`src/rtl/password_confirm.sv`:
```
// 4-digit BCD password checker: stores a code, rewrites it on changePass, compares on confirmPass.
// Optional lockout after repeated failed attempts is built when CONFIRM_LOCKOUT_EN is defined.
module password_confirm #(
  parameter logic [15:0] DEFAULT_PASS = 16'h4781
`ifdef CONFIRM_LOCKOUT_EN
  ,
  parameter int unsigned MAX_TRIES    = 3
`endif
) (
  input  logic        clk,
  input  logic        rst,
  input  logic        changePass,
  input  logic        confirmPass,
  input  logic [15:0] password,
  output logic        error,
  output logic        right
);

  typedef enum logic [1:0] {StIdle, StChange, StCheck, StLocked} state_e;

  state_e      state_q;
  logic [15:0] memory_q;
  logic        pass_bcd;
  logic        match;

`ifdef CONFIRM_LOCKOUT_EN
  logic [1:0]  fail_q;
  logic        confirm_q;
`endif

  always_comb begin
    pass_bcd = 1'b1;
    for (int i = 0; i < 4; i++) begin
      if (password[4*i +: 4] > 4'd9) pass_bcd = 1'b0;
    end
  end

  assign match = (password == memory_q);

  always_ff @(posedge clk or negedge rst) begin
    if (!rst) begin
      state_q  <= StIdle;
      memory_q <= DEFAULT_PASS;
      right    <= 1'b0;
      error    <= 1'b0;
`ifdef CONFIRM_LOCKOUT_EN
      fail_q    <= 2'd0;
      confirm_q <= 1'b0;
`endif
    end else begin
`ifdef CONFIRM_LOCKOUT_EN
      confirm_q <= confirmPass;
`endif
      case (state_q)
        StIdle, StChange, StCheck: begin
          if (changePass) begin
            // Write wins over compare; a non-BCD code is dropped and flagged.
            state_q <= StChange;
            right   <= 1'b0;
            error   <= ~pass_bcd;
            if (pass_bcd) begin
              memory_q <= password;
`ifdef CONFIRM_LOCKOUT_EN
              fail_q   <= 2'd0;
`endif
            end
          end else if (confirmPass) begin
            state_q <= StCheck;
            right   <= match;
            error   <= ~match;
`ifdef CONFIRM_LOCKOUT_EN
            // Only the first cycle of a confirm pulse counts as an attempt.
            if (!confirm_q) begin
              if (match) begin
                fail_q <= 2'd0;
              end else begin
                if (fail_q != 2'd3) fail_q <= fail_q + 2'd1;
                if (32'(fail_q) + 32'd1 >= MAX_TRIES) state_q <= StLocked;
              end
            end
`endif
          end else begin
            state_q <= StIdle;
            right   <= 1'b0;
            error   <= 1'b0;
          end
        end
`ifdef CONFIRM_LOCKOUT_EN
        StLocked: begin
          right <= 1'b0;
          error <= 1'b1;
        end
`endif
        default: begin
          state_q <= StIdle;
          right   <= 1'b0;
          error   <= 1'b0;
        end
      endcase
    end
  end

endmodule

```
`config.mk`:
```
export PLATFORM = sky130hd
export DESIGN_NAME = password_confirm
export DESIGN_NICKNAME = d
export VERILOG_FILES = /design/src/rtl/password_confirm.sv
export SDC_FILE = /design/constraint.sdc
export NUM_CORES = 1
export LEC_CHECK = 0
export ABC_AREA = 1
export CAP_MARGIN = 20
export CORE_MARGIN = 2
export CORE_UTILIZATION = 30
export DETAILED_ROUTE_END_ITERATION = 7
export PLACE_DENSITY = 0.65
export SETUP_SLACK_MARGIN = 0.02
export SYNTH_ARGS = -nofsm -noshare
export SYNTH_HDL_FRONTEND = slang
export SYNTH_SLANG_ARGS = --single-unit
export TNS_END_PERCENT = 1
```
`constraint.sdc`:
```
create_clock -name clk -period 1.1 [get_ports clk]
set_clock_uncertainty 0.05 [all_clocks]
set_input_delay 0.11 -clock clk [delete_from_list [all_inputs] [get_ports clk]]
set_output_delay 0.11 -clock clk [all_outputs]
set_load 0.02 [all_outputs]
```
---- Word-level counts from Yosys, hierarchy flattened ----
Cells that the tools add are included.
word-level totals
  flip-flop bits (word level) ............. 20
  bits of input ports ..................... 20
  word-level logic and storage cells ...... 29
cells by class
  order comparisons ....................... 4
  equal/unequal tests ..................... 3
  mux-type cells .......................... 13
  bitwise gates (word level) .............. 2
  reductions and logical operators ........ 3
operator list
  cell                                           count
  == test 16 bit                                 1
  > comparator 4 bit, second input constant      4
  2-to-1 mux 1 bit                               10
  2-to-1 mux 2 bit                               3
  AND reduction 3 bit                            1
  OR reduction 3 bit                             1
  == test 2 x 1 -> 1 bit, second input constant  1
  == test 2 bit, second input constant           1
  logical NOT 2 bit                              1
  inverter 1 bit                                 2

---- Longest topological paths before layout ----
  depth in word-level cells ............... 8
  depth in mapped cells ................... 9
  gate-level depth less buffers ........... 9

---- Least setup slack after synthesis ----
Ideal clock, no wire load.
  path kind ............................... register to register
  start point ............................. register memory_q[10]
  end point ............................... register error
  library setup time ...................... 123 ps
  arrival time ............................ 1,017 ps
  setup slack ............................. -89 ps
  stages on the path, launching flop included .. 10
  buffers on the path ..................... 0
  cell sequence ........................... dfstp_2 -> inv_1 -> nand2_1 -> nand2_1 -> nor2_1 -> nand2_1 -> nor2_1 -> nand2_1 -> nand2_1 -> a21oi_1
on the way
  longest elaborated chain between the ends .. 5
RTL lines
  what                      line  RTL
  start: declaration        22    logic [15:0] memory_q;
  start signal: assignment  62    memory_q <= password;
  == test 16 bit            38    assign match = (password == memory_q);
  inverter 1 bit            70    error <= ~match;
  2-to-1 mux 1 bit          67    end else if (confirmPass) begin
  2-to-1 mux 1 bit          56    if (changePass) begin
  2-to-1 mux 1 bit          54    case (state_q)
  end signal: assignment    60    error <= ~pass_bcd;
  end signal: assignment    70
  end: declaration          15    output logic error,
No other way between the ends.
A chain may end at the register's enable or synchronous reset.

---- Worst setup path after layout ----
Same ends and word-level chain as after synthesis.

==> metrics <==
area grow syn2layout=40.97%; HP Start=password[5]; clock sink count=20; number of enable flip-flop cells after synthesis=0; die width=65.37 µm; utilization after layout=43.84%; most common cell in the netlist=nand2_1; Arr. time, crit path=1400 ps; cells after synthesis=167; setup ws final=-202.3 ps; vias in the first global route=949; CP max-delay cell=dfstp_2; RSZ-0062 raised after global routing=true; n_diodes=0; synth top area cells=dfrtp_1 (31%), nand2_1 (24%), dfstp_2 (14%); synth warn=0; WP data required=1200 ps; leakage=0.9329 nW; cts hold-fix bufs=0; area share of the largest cell type after synthesis=31.01%; Design Area, Final=1593 µm²; Seq cells post-synth=20; DRC violations left=0; top cells by count, synth=nand2_1 (73), inv_1 (33), dfrtp_1 (14), nor2_1 (12), o21ai_1 (10); layout cell share with drive strength beyond 1=21.95%; Cells after DPL=247; initial antenna violation count=0; Final Non-Filler Cells=253; cells along the critical path=inv_2 -> nand2_1 -> nand2_1 -> nor2_1 -> nand2_1 -> nor2_2 -> nand2_1 -> nand2_1 -> a21oi_1; Mapped Nets=187; Worst setup EP type=flop; clock root cell=clkbuf_8; H-tree depth=1; most frequent CP cell=nand2_1; grt ovf=0; drt via density=4.087; Final Hold Viols=0; Worst Path Max Fanout=2; post-DR wirelength/cell=8.557 µm; Yosys cell types=14; worst-margin pin slew=200.9 ps; RePlAce Congestion=0.7946; CP peak stage delay=540 ps; Maximum Capacitance Violations=0; WP buf/inv=1; final net count=226; CTS Buf Count=3; Row Count=22; Hold Crit Endpoint=memory_q[5]$_DFFE_PN0P_; first-pass GRT wire length=3891 µm; synthesized area=1130 µm²; IO Port Bufs=21; Seq/Total Area, Yosys=44.96%; status=finished, violations left; largest net degree at the start of global routing=21; GR Util All Layers=11.83%; crit share post-route=118.4%; dpl cell area=1496 µm²; Post-DP HPWL=1640 µm; Final Max Slew Viols=0; post-layout min period=1302 ps; Skew-Pair Late Insertion Delay=260 ps; Worst-path clk slew=70 ps; R2R Path Start=memory_q[10]$_DFFE_PN1P_; DRT Wirelength=2165 µm; R2R Setup Slk=-200 ps; number of fill cells=373; Synth area leader=dfrtp_1; CTS tree=done; DRT iter0 DRCs=30; antenna-violating nets left=0; 1st-pass router iterations=4; WS Path Type=reg -> reg; worst hold path type=in -> reg; die area=4273 µm²; Worst Hold Depth=3; power density cells=1395 nW/µm²; Post-synth ARST share=100.0%; dpl ws=-460.1 ps; reg2reg end=error$_DFF_PN0_; final setup fails=2; Initial Util=31.10%; Worst path top cell family by delay=flip-flops; Worst setup startpoint=memory_q[10]$_DFFE_PN1P_; Main synth FF type=dfrtp_1; Avg Inst Size Synth=6.765 µm²; FF-to-FF path depth=9; Max-Slew Margin vs Limit=86.59%; violated checks=negative setup slack; Final Power=2.222 mW; Longest Clk Path Bufs=2; Max Clock Freq=0.7679 GHz; Core Region=3633 µm²; Max VDD drop=0.0007331 V; DIE HEIGHT=65.37 µm; IO Pins=22; Vias=1034; CP startpoint kind=flop
-- worst register-to-register path, stage by stage, from the launching register on --
cell and delay [ps]:
dfstp_2 540, inv_2 40, nand2_1 40, nand2_1 50, nor2_1 90, nand2_1 80
nor2_2 110, nand2_1 80, nand2_1 60, a21oi_1 60
-- cell usage in the layout (no fill, tap or decap), types with 2 or more instances in the layout --
cell type,netlist,final
buf_12,0,2
buf_4,0,14
clkbuf_2,0,3
clkbuf_8,0,3
clkdlybuf4s50_1,0,6
dfrtp_1,14,14
dfstp_2,6,6
dlymetal6s2s_1,0,12
inv_1,33,28
inv_2,2,7
nand2_1,73,72
nor2_1,12,9
nor2_2,0,3
o21ai_0,9,9
o21ai_1,10,7
o21ai_2,0,3
-- metal layers --
layer	GRT usage, %	vias up	routed length, µm
met5	0	-	0
met4	3.125	0	20
met3	4.281	4	137
met2	18.88	22	915
met1	15.17	441	1092
li1	-	567	-
-- sequential cells by signal (all words and copies together), names as in the netlist --
register	cells
memory_q	16
state_q	2
error	1
right	1
-- kinds of logic (layout without fill, tap and decap cells) --
kind of cell           after synthesis  after routing  synth area share (%)
and+or+nand+nor                     88             88                 30.79
AOI/OAI and AO/OA                   21             21                 9.634
DFF                                 20             20                 44.96
buffers and inverters               38             76                 14.62
-- stage by stage --
stage	setup TNS, ps	hold slack [ps]
after global placement	-7783	418.3
after detailed placement	-7765	416.9
after floorplan	-71.74	-235.6
final	-322.1	52.89
after CTS	-2846	130.7
after global routing	-951.1	54.99
-- worst max path at each step --
stage,to,slack (ps),cells past startpoint
floorplan,error$_DFF_PN0_,-70,9
global placement,memory_q[14]$_DFFE_PN1P_,-460,9
CTS,error$_DFF_PN0_,-240,9
finish,error$_DFF_PN0_,-200,9
detailed placement,memory_q[14]$_DFFE_PN1P_,-460,9
global route,error$_DFF_PN0_,-310,9
-- timing repair --
action / CTS / global route
pin swaps: 5 / 8
setup buffers: 0 / 2
endpoints found under the hold margin: 0 / 0
setup endpoints to repair: 20 / 20
gates resized for setup: 6 / 27
-- final cells by class --
cell class / count / area [µm²] / share of cell area (%)
Multi-Input combinational cell: 109 / 478.0 / 30.01
Clock buffer: 4 / 45.04 / 2.828
Timing Repair Buffer: 37 / 370.4 / 23.25
Tap cell: 48 / 60.06 / 3.771
Sequential cell: 20 / 508.0 / 31.89
Inverter: 35 / 131.4 / 8.248
-- report_power, final --
group | switching (mW) | internal, mW
clock | 0.232 | 0.258
combinational | 0.347 | 0.350
sequential | 0.0850 | 0.949
total | 0.665 | 1.56
Note: power is estimated with default switching activity, not from simulation.
